File: src/rtl/hilo_mul_ctrl.sv
// hilo_mul_ctrl: sequencing stage around an external combinational 32x32
// unsigned multiplier. It registers the operands and waits a fixed settle
// latency. For signed MULT it multiplies the magnitudes and negates the
// 64-bit product. It owns the architectural HI/LO pair and stalls the
// pipeline while a multiply is in flight.
module hilo_mul_ctrl #(
    parameter int MUL_LAT = 2
) (
    input  logic        clk,
    input  logic        reset,
    input  logic        op_valid,
    input  logic [2:0]  op,
    input  logic [31:0] rs_data,
    input  logic [31:0] rt_data,
    output logic [31:0] mul_a,
    output logic [31:0] mul_b,
    input  logic [31:0] mul_hi,
    input  logic [31:0] mul_lo,
    output logic        op_ready,
    output logic        stall,
    output logic        busy,
    output logic [31:0] rd_data,
    output logic        rd_valid,
    output logic [31:0] hi_q,
    output logic [31:0] lo_q
);

    localparam logic [2:0] OP_MULT  = 3'b001;
    localparam logic [2:0] OP_MULTU = 3'b010;
    localparam logic [2:0] OP_MTHI  = 3'b011;
    localparam logic [2:0] OP_MTLO  = 3'b100;
    localparam logic [2:0] OP_MFHI  = 3'b101;
    localparam logic [2:0] OP_MFLO  = 3'b110;

    // The WAIT countdown starts at MUL_LAT-1, so WAIT lasts MUL_LAT cycles.
    localparam logic [3:0] CNT_INIT = 4'(MUL_LAT - 1);

    typedef enum logic {ST_IDLE, ST_WAIT} state_t;

    state_t      state_q, state_d;
    logic [3:0]  cnt_q, cnt_d;
    logic        neg_q, neg_d;
    logic [31:0] mul_a_q, mul_a_d;
    logic [31:0] mul_b_q, mul_b_d;
    logic [31:0] hi_d, lo_d;
    logic [31:0] rd_data_q, rd_data_d;
    logic        rd_valid_q, rd_valid_d;
    logic        legal_op;
    logic        is_mul;

    // Two's-complement magnitude. 0x80000000 maps to itself and is then
    // read as unsigned 2^31 by the multiplier.
    function automatic logic [31:0] abs32(input logic [31:0] x);
        return x[31] ? (~x + 32'd1) : x;
    endfunction

    // Restores the sign of a signed product formed from magnitudes.
    function automatic logic [63:0] fix_sign(input logic [63:0] p, input logic neg);
        return neg ? (~p + 64'd1) : p;
    endfunction

    assign legal_op = op_valid && (op != 3'b000) && (op != 3'b111);
    assign is_mul   = (op == OP_MULT) || (op == OP_MULTU);

    // State register and all architectural/datapath flops.
    always_ff @(posedge clk or negedge reset) begin
        if (!reset) begin
            state_q    <= ST_IDLE;
            cnt_q      <= 4'd0;
            neg_q      <= 1'b0;
            mul_a_q    <= 32'd0;
            mul_b_q    <= 32'd0;
            hi_q       <= 32'd0;
            lo_q       <= 32'd0;
            rd_data_q  <= 32'd0;
            rd_valid_q <= 1'b0;
        end else begin
            state_q    <= state_d;
            cnt_q      <= cnt_d;
            neg_q      <= neg_d;
            mul_a_q    <= mul_a_d;
            mul_b_q    <= mul_b_d;
            hi_q       <= hi_d;
            lo_q       <= lo_d;
            rd_data_q  <= rd_data_d;
            rd_valid_q <= rd_valid_d;
        end
    end

    // Next state: a multiply moves to WAIT and returns once the count expires.
    always_comb begin
        state_d = state_q;
        case (state_q)
            ST_IDLE: if (legal_op && is_mul) state_d = ST_WAIT;
            ST_WAIT: if (cnt_q == 4'd0) state_d = ST_IDLE;
            default: state_d = ST_IDLE;
        endcase
    end

    // Handshake outputs derived from the current state.
    always_comb begin
        op_ready = (state_q == ST_IDLE);
        busy     = (state_q == ST_WAIT);
        stall    = legal_op && (state_q != ST_IDLE);
    end

    // Datapath: accept ops in IDLE, and count down and capture the product in WAIT.
    always_comb begin
        cnt_d      = cnt_q;
        neg_d      = neg_q;
        mul_a_d    = mul_a_q;
        mul_b_d    = mul_b_q;
        hi_d       = hi_q;
        lo_d       = lo_q;
        rd_data_d  = rd_data_q;
        rd_valid_d = 1'b0;
        if (state_q == ST_IDLE) begin
            if (legal_op) begin
                case (op)
                    OP_MULT: begin
                        mul_a_d = abs32(rs_data);
                        mul_b_d = abs32(rt_data);
                        neg_d   = rs_data[31] ^ rt_data[31];
                        cnt_d   = CNT_INIT;
                    end
                    OP_MULTU: begin
                        mul_a_d = rs_data;
                        mul_b_d = rt_data;
                        neg_d   = 1'b0;
                        cnt_d   = CNT_INIT;
                    end
                    OP_MTHI: hi_d = rs_data;
                    OP_MTLO: lo_d = rs_data;
                    OP_MFHI: begin
                        rd_data_d  = hi_q;
                        rd_valid_d = 1'b1;
                    end
                    OP_MFLO: begin
                        rd_data_d  = lo_q;
                        rd_valid_d = 1'b1;
                    end
                    default: ;
                endcase
            end
        end else begin
            if (cnt_q != 4'd0) begin
                cnt_d = cnt_q - 4'd1;
            end else begin
                {hi_d, lo_d} = fix_sign({mul_hi, mul_lo}, neg_q);
            end
        end
    end

    assign mul_a    = mul_a_q;
    assign mul_b    = mul_b_q;
    assign rd_data  = rd_data_q;
    assign rd_valid = rd_valid_q;

endmodule

File: config.mk
export PLATFORM = sky130hd
export DESIGN_NAME = hilo_mul_ctrl
export DESIGN_NICKNAME = d
export VERILOG_FILES = /design/src/rtl/hilo_mul_ctrl.sv
export SDC_FILE = /design/constraint.sdc
export NUM_CORES = 1
export LEC_CHECK = 0
export BUFFER_PORTS_ARGS = -buffer_cell sky130_fd_sc_hd__buf_4
export CAP_MARGIN = 20
export CORE_MARGIN = 5
export CORE_UTILIZATION = 52
export DETAILED_ROUTE_END_ITERATION = 16
export HOLD_SLACK_MARGIN = 0.05
export PLACE_DENSITY = 0.78
export SLEW_MARGIN = 10
export SYNTH_ARGS = -nofsm -noshare
export SYNTH_HDL_FRONTEND = slang
export SYNTH_SLANG_ARGS = --single-unit
File: constraint.sdc
create_clock -name clk -period 2.5 [get_ports clk]
set_clock_uncertainty 0.2 [all_clocks]
set_input_delay 0.625 -clock clk [delete_from_list [all_inputs] [get_ports clk]]
set_output_delay 0.625 -clock clk [all_outputs]
set_load 0.02 [all_outputs]
==> Yosys cells after proc, flatten, opt, wreduce, memory -nomap -nowiden <==
Cells that the tools add are included.
{ "word_totals": {"wordCells": 73, "register_bits": 167, "input_bits": 134, "out_inout_bits": 164} }
{ "classes": {"muxes": 25, "eq_ne": 9, "add_sub_neg": 4, "reduce_logical": 21, "n_bitwise": 5} }
{ "op_table": {"columns": ["operator", "count"], "rows": [
  ["$mux W32", 10],
  ["$pmux W32 S2", 3],
  ["$add A32 B1 Y32 const B", 2],
  ["$add A64 B1 Y64 const B", 1],
  ["$mux W64", 1],
  ["$not A32 Y32", 2],
  ["$not A64 Y64", 1],
  ["$mux W4", 4],
  ["$reduce_and A3 Y1", 5],
  ["$reduce_bool A2 Y1", 6],
  ["$eq A3 B3 Y1 const B", 3],
  ["$eq A3 B2 Y1 const B", 2],
  ["$mux W1", 5],
  ["$logic_and A1 B1 Y1", 4],
  ["$logic_not A4 Y1", 1],
  ["$pmux W1 S2", 2],
  ["$reduce_bool A4 Y1", 1],
  ["$reduce_or A2 Y1", 2],
  ["$sub A4 B1 Y4 const B", 1],
  ["$eq A3 B1 Y1 const B", 1],
  ["$ne A3 B3 Y1 const B", 1],
  ["$reduce_bool A3 Y1", 1],
  ["$ne A2 B1 Y1 const B", 1],
  ["$ne A2 B2 Y1 const B", 1],
  ["other kinds (3)", 3]
]} }

==> Longest topological paths before layout <==
Gate-level depths: netlist of the first run.
{ "logic_depth": {"depth_word": 6, "mapped_depth": 10, "mapped_depth_nobuf": 8} }

==> Worst setup path before layout of the first run <==
No wires, ideal clock.
{ "synth_timing": {"path_type": "in2reg", "from": "in mul_hi[6]", "to": "reg hi_q[31]", "n_path_buf": 2, "t_arrival_ps": 2880, "setup_time_ps": 142, "path_slack_ps": -722, "t_required_ps": 2158, "path_stages": 8, "cell_sequence": "or4_4 or3_1 buf_2 or4_4 buf_6 o41ai_4 xor2_1 o221ai_1"} }
{ "synth_via": {"elab_chain_len": 5} }
{ "synth_lines": {"columns": ["item", "line_no", "source"], "rows": [
  ["from (decl)", "17", "input logic [31:0] mul_hi,"],
  ["$not A64 Y64", "59", "return neg ? (~p + 64'd1) : p;"],
  ["$add A64 B1 Y64", "59", null],
  ["$mux W64", "59", null],
  ["$mux W32", "146", "if (cnt_q != 4'd0) begin"],
  ["$mux W32", "117", "if (state_q == ST_IDLE) begin"],
  ["to (signal assigned)", "83", "hi_q <= hi_d;"],
  ["to (decl)", "24", "output logic [31:0] hi_q,"]
]} }
Every way passes these cells. The select of a mux whose other input is x is not followed.
A chain may end at the register's enable or synchronous reset.

==> Final worst setup path of the first run <==
{ "layout_timing": {"from": "in mul_hi[5]", "to": "reg hi_q[30]"} }
The elaborated chain is that of the path after synthesis.

==> impl_metrics.yaml, run 1 <==
outcome:
  run_status: "finished, violations left"
  violations: "negative setup slack"
sta:
  finalCritPeriodShare_pct: 119
  finalCriticalPeriod_ns: 2.97
  worstMarginPinSlew_ns: 1.13
  layout_setup_ws_ns: -0.467
  hold_violations: 0
  rsz0062_at_grt: "yes"
  fmax_mhz: 337
  setup_viol: 24
  maxSlewHeadroom_pct: 24.4
  slew_violations: 0
  hold_ws_ns: 0.282
placed_design:
  dpl_worst_slack_ns: -1.02
  dp_hpwl_um: 27400
  place.gp.congestion: 0.930
  dpl_cell_area_um2: 13500
  io_buffers: 297
min_path:
  hold_depth: 2
  hp-class: "flip-flop to flip-flop"
  hold_path.startpoint: "rd_data[17]"
  hold_path_end: "rd_data[17]"
synth:
  synth.cell_area_um2: 9540
  synthCells: 1058
  ys_types: 46
  ys_seq_area_share_pct: 43.8
  synth_area_leader_cell: "dfrtp_1"
  synthTopCellsByArea: "dfrtp_1 44%, xor2_1 8.7%, o21ai_0 7.6%"
  yosys.area.top_type_share_pct: 43.8
  synth_fp_nets: 1197
  ys_seq_elements: 167
  ys_warn_count: 0
  synth.avg_cell_area_um2: 9.02
floorplanning:
  core-area_um2: 18000
  die_x_um: 145
  die_h_um: 145
  initial_core_util_pct: 52.9
  die_area_um2: 21200
  rows: 49
  pin_count: 298
cells_and_area:
  drive_above_1_share_pct: 41.3
  area_growth_pct: 54.5
  layout.cells.most_common: "buf_4"
  mostFrequentLayoutCells: "454 x buf_4, 165 x dfrtp_1, 134 x nand2_1"
  fin_area_um2: 14700
  num-nets-final: 1632
  diodes: 0
routing:
  ant_nets: 0
  vias: 10700
  drtPass1Iterations: 6
  wl_per_cell_um: 22.2
  drc: 0
  wirelength_um: 38500
  first_iter_violations: 1219
  viasPerCell: 6.14
setup_path:
  worstRegToRegCells: 5
  r2r_slack_ns: -0.03
  cp-start-kind: "primary input"
  critical_path_required_ns: 2.60
  cp_data_arrival_time_ns: 3.07
  reg2reg_to: "hi_q[31]"
  path_class: "primary input to flip-flop"
  critical_path_peak_fanout: 5
  end_kind: "flip-flop"
  r2r_start: "cnt_q[0]"
clocking:
  cts_buffer_depth: 2
  cts_tree: "built"
  clock-root-buffer: "clkbuf_16"
  clock_latency_ns: 0.44
  path_clk_slew_ns: 0.07
  numCtsBuffers: 17
  htreeDepth: 4
  clock_sinks: 167
global_route:
  grt_usage_pct: 34.1
  grt_pass1_wl_um: 58300
  gr-total-overflow: 0
  antenna_found_initial: 0
  grt_pass1_vias: 10600
  grt_start_max_net_pins: 64
power:
  irDropWorstVdd_mv: 0.735
  power_density_nw_per_um2: 1100
  p_leak_nw: 7.01
flow_run:
  max_cap_violations: 0
what timing repair did:
action                                  in CTS  in global routing
hold buffers                                 1                  0
buffers inserted                             6                  4
endpoints found under the hold margin       48                  0
pin swaps                                   54                 29
gates resized for setup                     57                 51
cloned                                       1                  0
endpoints found under the setup margin      37                 48
cell type report:
type	instances	area (um^2)
multi-input cells	809	5800
clock inverters	13	135
flip-flops and latches	167	4180
inverters	13	53.8
fillers	1108	3280
well taps	229	287
clock buffers	18	439
repair buffers	485	3850
worst max-delay path: stages:
cell and delay (ns):
buf_6 0.09, or4_4 0.53, or3_4 0.44, buf_4 0.16, or4_4 0.59, o31ai_4 0.23
xor2_1 0.26, o22ai_1 0.14
power breakdown:
part | total [mW] | internal, mW | switching [mW]
logic | 8.50 | 3.54 | 4.96
clock network | 2.65 | 1.42 | 1.23
registers | 5.10 | 4.01 | 1.09
total | 16.3 | 8.97 | 7.28
registers in the layout (all words and copies together), names as in the netlist:
signal and count:
neg_q 1, cnt_q 4, rd_data 32, mul_a 32
lo_q 32, mul_b 32, hi_q 32, rd_valid 1
busy 1
cell families after synthesis:
| kind of cell | after synthesis | share of synthesized area [%] |
|---|---|---|
| and+or+nand+nor | 333 | 16.4 |
| DFF | 167 | 43.8 |
| adders and majority gates | 5 | 0.656 |
| buffers and inverters | 83 | 3.36 |
| xor gates and xnor gates | 119 | 10.9 |
| AOI/OAI and AO/OA | 310 | 20.6 |
| muxes | 41 | 4.31 |
per-stage QoR:
step           total power, mW  std cells  TNS, ns  util, %
3_5_place_dp              13.0       1691   -31.52     74.8
4_1_cts                   15.9       1730    -3.75     80.3
2_1_floorplan             9.16       1058   -15.24        -
5_1_grt                   17.0       1734    -6.67     81.8
3_3_place_gp              12.8       1691   -28.03     74.8
6_report                  16.3       1734    -5.53     81.8
routing by layer:
metal | vias to the layer above | wire length (um) | GRT usage (%)
met5 | - | 0 | 0
met4 | 0 | 1980 | 16.1
met3 | 159 | 3920 | 7.75
met2 | 731 | 18400 | 56.7
met1 | 5083 | 14200 | 42.2
li1 | 4678 | - | -
worst max-delay path by stage:
stage | startpoint | cells after the start | slack (ns) | endpoint
detailed placement | mul_hi[6] | 7 | -1.02 | hi_q[29]
floorplan | mul_hi[6] | 8 | -0.72 | hi_q[31]
global route | mul_hi[5] | 7 | -0.52 | hi_q[31]
CTS | mul_hi[5] | 7 | -0.30 | hi_q[22]
global placement | mul_hi[6] | 7 | -0.89 | hi_q[29]
finish | mul_hi[5] | 8 | -0.47 | hi_q[30]
Yosys cell counts, drive strengths merged:
master,instances
o221ai,7
mux2,1
nor2b,7
o41ai,19
o22ai,6
or2,4
o31a,1
and3,4
nor3,23
o21ai,145
ha,5
o31ai,33
clkbuf,62
inv,13
or3,25
xor2,95
xnor2,24
nand3b,2
a21o,20
o311ai,1
dfrtp,167
a211oi,23
or3b,1
a221oi,15
and2,1
or4,19
mux2i,40
a31oi,2
nand2b,5
buf,8
nand4b,1
a21oi,36
nand4,7
a22oi,1
nand3,9
nor2,71
nor4,12
nor3b,4
nand2,138
a41oi,1
No activity file was read; power rests on OpenSTA's default activity.
==> inputs of run 2 (changes only) <==
==> config.mk (replaced) <==
export PLATFORM = sky130hd
export DESIGN_NAME = hilo_mul_ctrl
export DESIGN_NICKNAME = d
export VERILOG_FILES = /design/src/rtl/hilo_mul_ctrl.sv
export SDC_FILE = /design/constraint.sdc
export NUM_CORES = 1
export LEC_CHECK = 0
export CAP_MARGIN = 20
export CORE_MARGIN = 5
export CORE_UTILIZATION = 64
export DETAILED_ROUTE_END_ITERATION = 16
export DONT_BUFFER_PORTS = 1
export HOLD_SLACK_MARGIN = 0.05
export PLACE_DENSITY = 0.77
export SLEW_MARGIN = 10
export SYNTH_ARGS = -nofsm -noshare
export SYNTH_HDL_FRONTEND = slang
export SYNTH_SLANG_ARGS = --single-unit
==> run 2 against run 1 <==
Net effect:
- the flow finishes with violations (negative hold slack, negative setup slack)
- register-to-register slack better by 0.08 ns
- total power is 18% lower
- worst setup slack better by 0.10 ns
- sequential cell count stayed put
==> impl_metrics.yaml, run 2 (synthesis gave the netlist of run 1 again) <==
setup_path:
  cp-start-kind: "primary input"
  worstRegToRegCells: 6
  critical_path_peak_fanout: 5
  end_kind: "flip-flop"
  path_class: "primary input to flip-flop"
  critical_path_required_ns: 2.56
  cp_data_arrival_time_ns: 2.93
cells_and_area:
  diodes: 0
  layout.cells.most_common: "dfrtp_1"
  fin_util_pct: 76.5
  area_growth_pct: 16.9
  num-nets-final: 1220
  mostFrequentLayoutCells: "165 x dfrtp_1, 135 x nand2_1, 131 x o21ai_0"
  fin_area_um2: 11200
  drive_above_1_share_pct: 16.5
clocking:
  cts_tree: "built"
  cts_buffer_depth: 2
  clock_latency_ns: 0.42
  clock_sinks: 167
  path_clk_slew_ns: 0.07
  htreeDepth: 4
  numCtsBuffers: 17
  clock-root-buffer: "clkbuf_16"
routing:
  wl_per_cell_um: 24.0
  dr_wl_met3_um: 4140
  drc: 0
  top_layer: "met4"
  met1_length_um: 11200
  ant_nets: 0
  first_iter_violations: 720
  viasPerCell: 6.63
  drtPass1Iterations: 5
  vias: 8470
  wl_met2_um: 14600
  wirelength_um: 30700
sta:
  hold_violations: 167
  layout_setup_ws_ns: -0.363
  rsz0062_at_grt: "yes"
  slew_violations: 0
  setup_viol: 14
  maxSlewHeadroom_pct: 29.0
  finalCriticalPeriod_ns: 2.86
  fmax_mhz: 349
  hold_ws_ns: -0.309
  worstMarginPinSlew_ns: 1.06
  finalCritPeriodShare_pct: 115
global_route:
  gr-total-overflow: 0
  antenna_found_initial: 0
  grt_start_max_net_pins: 168
  grt_usage_pct: 34.1
  grt_pass1_vias: 8168
  grt_pass1_wl_um: 47300
power:
  p_total_mw: 13.3
  power_density_nw_per_um2: 1200
  p_leak_nw: 4.84
  irDropWorstVdd_mv: 0.641
floorplanning:
  rows: 44
  die_x_um: 132
  core-area_um2: 14600
  initial_core_util_pct: 65.4
  pin_count: 298
  die_h_um: 132
  die_area_um2: 17400
outcome:
  run_status: "finished, violations left"
  violations: "negative hold slack, negative setup slack"
placed_design:
  dp_hpwl_um: 23000
  place.gp.congestion: 0.895
  io_buffers: 0
  dpl_cell_area_um2: 10300
min_path:
  hp-class: "primary input to asynchronous set/reset pin"
flow_run:
  max_cap_violations: 0
## run 2: changes by cell type in the layout (fill, tap and decap cells not counted), sizes merged
cell         change
clkbuf           +2
buf            -410
inv              -3
dlygate4sd3      -1
clkinvlp         +2
or4              -1
## run 2: per-stage QoR
step	cells	worst slack (ns)	TNS (ns)
after global placement	1244	-0.768	-19.26
final	1278	-0.363	-2.92
after detailed placement	1244	-0.783	-21.02
after CTS	1277	-0.300	-2.26
after floorplan	1058	-0.722	-15.24
after global routing	1278	-0.430	-3.91
## run 2: final cells by class
type                    instances  area (um^2)
inverters                      13         48.8
clock inverters                12          118
flip-flops and latches        167         4180
fillers                      1022         3430
clock buffers                  20          457
repair buffers                 74          596
well taps                     184          230
multi-input cells             808         5530
## run 2: final timing paths
| kind | endpoint | slack [ns] | startpoint |
|---|---|---|---|
| min in group clk | mul_a[31] | 0.16 | rs_data[31] |
| max in group asynchronous | hi_q[0] | 2.17 | reset |
| hold / removal | mul_b[27] | -0.31 | reset |
| setup / recovery | hi_q[31] | -0.36 | mul_hi[6] |
| setup reg to reg | hi_q[20] | 0.05 | cnt_q[0] |
| hold reg to reg | cnt_q[0] | 0.30 | cnt_q[0] |
## run 2: worst max-delay path, stage by stage
cell	delay, ns
or4_4	0.53
or3_4	0.39
or4_4	0.55
buf_6	0.15
o41ai_4	0.34
xor2_1	0.20
o221ai_1	0.13
## run 2: layer usage
metal	GRT usage, %	vias up
met2	54.6	472
li1	-	3842
met3	15.0	66
met1	41.8	4090
met4	10.6	0
met5	0	-
## run 2: timing repair
action	CTS	global route
gates resized for setup	16	25
hold endpoints to repair	167	167
pin swaps	10	12
buffers inserted	1	1
endpoints found under the setup margin	14	25
## run 2: report_power, final
| part | internal (mW) | switching (mW) |
|---|---|---|
| clock | 1.44 | 1.13 |
| combinational | 1.64 | 2.15 |
| sequential | 3.99 | 2.98 |
==> inputs of run 3 (changes only) <==
--- a/config.mk
+++ b/config.mk
@@ -11,6 +11,7 @@
 export DETAILED_ROUTE_END_ITERATION = 16
 export DONT_BUFFER_PORTS = 1
 export HOLD_SLACK_MARGIN = 0.05
+export MAX_ROUTING_LAYER = met4
 export PLACE_DENSITY = 0.77
 export SLEW_MARGIN = 10
 export SYNTH_ARGS = -nofsm -noshare
==> run 3 against run 2 <==
Net effect:
- first-iteration DRC count up 6.7%
- sequential cell count unchanged
- register-to-register slack barely moved
- the run still ends with negative hold slack, negative setup slack left
- critical endpoint is now hi_q[22]
- largest power group unchanged
- worst setup slack worse by 0.050 ns
==> impl_metrics.yaml, run 3 (synthesis gave the netlist of run 1 again) <==
sta:
  finalCriticalPeriod_ns: 2.91
  maxSlewHeadroom_pct: 29.7
  setup_viol: 15
  layout_setup_ws_ns: -0.413
  finalCritPeriodShare_pct: 117
  slew_violations: 0
  fmax_mhz: 343
  hold_violations: 167
  rsz0062_at_grt: "yes"
  hold_ws_ns: -0.303
  worstMarginPinSlew_ns: 1.05
power:
  p_total_mw: 13.3
  p_leak_nw: 4.84
  p_int_mw: 7.07
  irDropWorstVdd_mv: 0.641
  pwr-share-seq_pct: 52.3
  clockPowerShare_pct: 19.3
  switching_share_pct: 47.0
  p_comb_share_pct: 28.4
  power.switching_mw: 6.26
  power_density_nw_per_um2: 1190
global_route:
  grt_pass1_vias: 8168
  antenna_found_initial: 1
  grt_start_max_net_pins: 168
  grt_usage_pct: 35.1
  gr-total-overflow: 0
  grt_pass1_wl_um: 47200
placed_design:
  io_buffers: 0
  dpl_worst_slack_ns: -0.783
  post-place-cells: 1244
  place.gp.congestion: 0.910
  dp_hpwl_um: 23000
cells_and_area:
  final_cells: 1279
  area_growth_pct: 16.9
  drive_above_1_share_pct: 16.5
  mostFrequentLayoutCells: "165 x dfrtp_1, 135 x nand2_1, 131 x o21ai_0"
  num-nets-final: 1220
  fin_util_pct: 76.5
  layout.cells.most_common: "dfrtp_1"
routing:
  drc: 0
  dr_wl_met3_um: 4200
  drtPass1Iterations: 5
  viasPerCell: 6.66
  wirelength_um: 30700
  met1_length_um: 11100
  first_iter_violations: 768
  vias: 8515
  wl_per_cell_um: 24.0
  wl_met2_um: 14600
  top_layer: "met4"
  ant_nets: 0
clocking:
  clock_sinks: 167
  numCtsBuffers: 17
  htreeDepth: 4
  path_clk_slew_ns: 0.07
  cts_tree: "built"
  cts_buffer_depth: 2
  clock_latency_ns: 0.43
  clock-root-buffer: "clkbuf_16"
floorplanning:
  initial_core_util_pct: 65.4
  pin_count: 298
  rows: 44
  die_x_um: 132
  die_area_um2: 17400
  core-area_um2: 14600
  die_h_um: 132
flow_run:
  max_cap_violations: 0
setup_path:
  critical_path_peak_fanout: 5
  cp_data_arrival_time_ns: 3.02
  path_class: "primary input to flip-flop"
  cp-start-kind: "primary input"
  end_kind: "flip-flop"
  critical_path_required_ns: 2.61
outcome:
  run_status: "finished, violations left"
  violations: "negative hold slack, negative setup slack"
min_path:
  hp-class: "primary input to asynchronous set/reset pin"
[run 3: through the flow]
step | area [um^2] | setup TNS, ns
after global placement | 10300 | -19.26
after CTS | 11000 | -2.26
after global routing | 11200 | -3.92
after detailed placement | 10300 | -21.02
final | 11200 | -3.00
after floorplan | 9810 | -15.24
[run 3: cell type report]
cell class,count,area (um^2)
Timing Repair Buffer,74,592
Inverter,13,48.8
Fill cell,1021,3430
Multi-Input combinational cell,808,5530
Antenna cell,1,2.50
Tap cell,184,230
Sequential cell,167,4180
Clock buffer,20,457
Clock inverter,12,118
[run 3: power by group through the flow]
stage	sequential, mW	clock, mW	combinational, mW
after global placement	6.98	0	3.38
after global routing	7.11	2.72	4.20
after CTS	6.99	2.58	3.62
final	6.97	2.57	3.79
after detailed placement	7.03	0	3.52
after floorplan	6.36	0	2.81
[run 3: final timing paths]
path,depth (start not counted),startpoint,endpoint,slack (ns)
worst min-delay path,0,reset,mul_a[3],-0.30
min in group clk,2,rs_data[31],mul_a[31],0.16
worst min register to register,1,cnt_q[0],cnt_q[0],0.30
worst max-delay path,7,mul_hi[6],hi_q[22],-0.41
worst max register to register,6,cnt_q[0],hi_q[20],0.05
max in group asynchronous,0,reset,busy,2.12
[run 3: metal layers]
layer,vias up,global-route usage [%]
met1,4074,42.2
li1,3850,-
met2,519,54.6
met3,72,14.4
met5,-,-
met4,0,10.4
[run 3: repair_timing]
action / CTS / global route
setup buffers: 1 / 1
setup endpoints to repair: 14 / 25
hold endpoints to repair: 167 / 167
pin swaps: 10 / 11
gates resized for setup: 16 / 24
[run 3: worst max-delay path: stages]
cell and delay, ns:
or4_4 0.54, or3_4 0.39, or4_4 0.55, buf_6 0.17, o41ai_4 0.31, xor2_1 0.14, a221oi_1 0.29
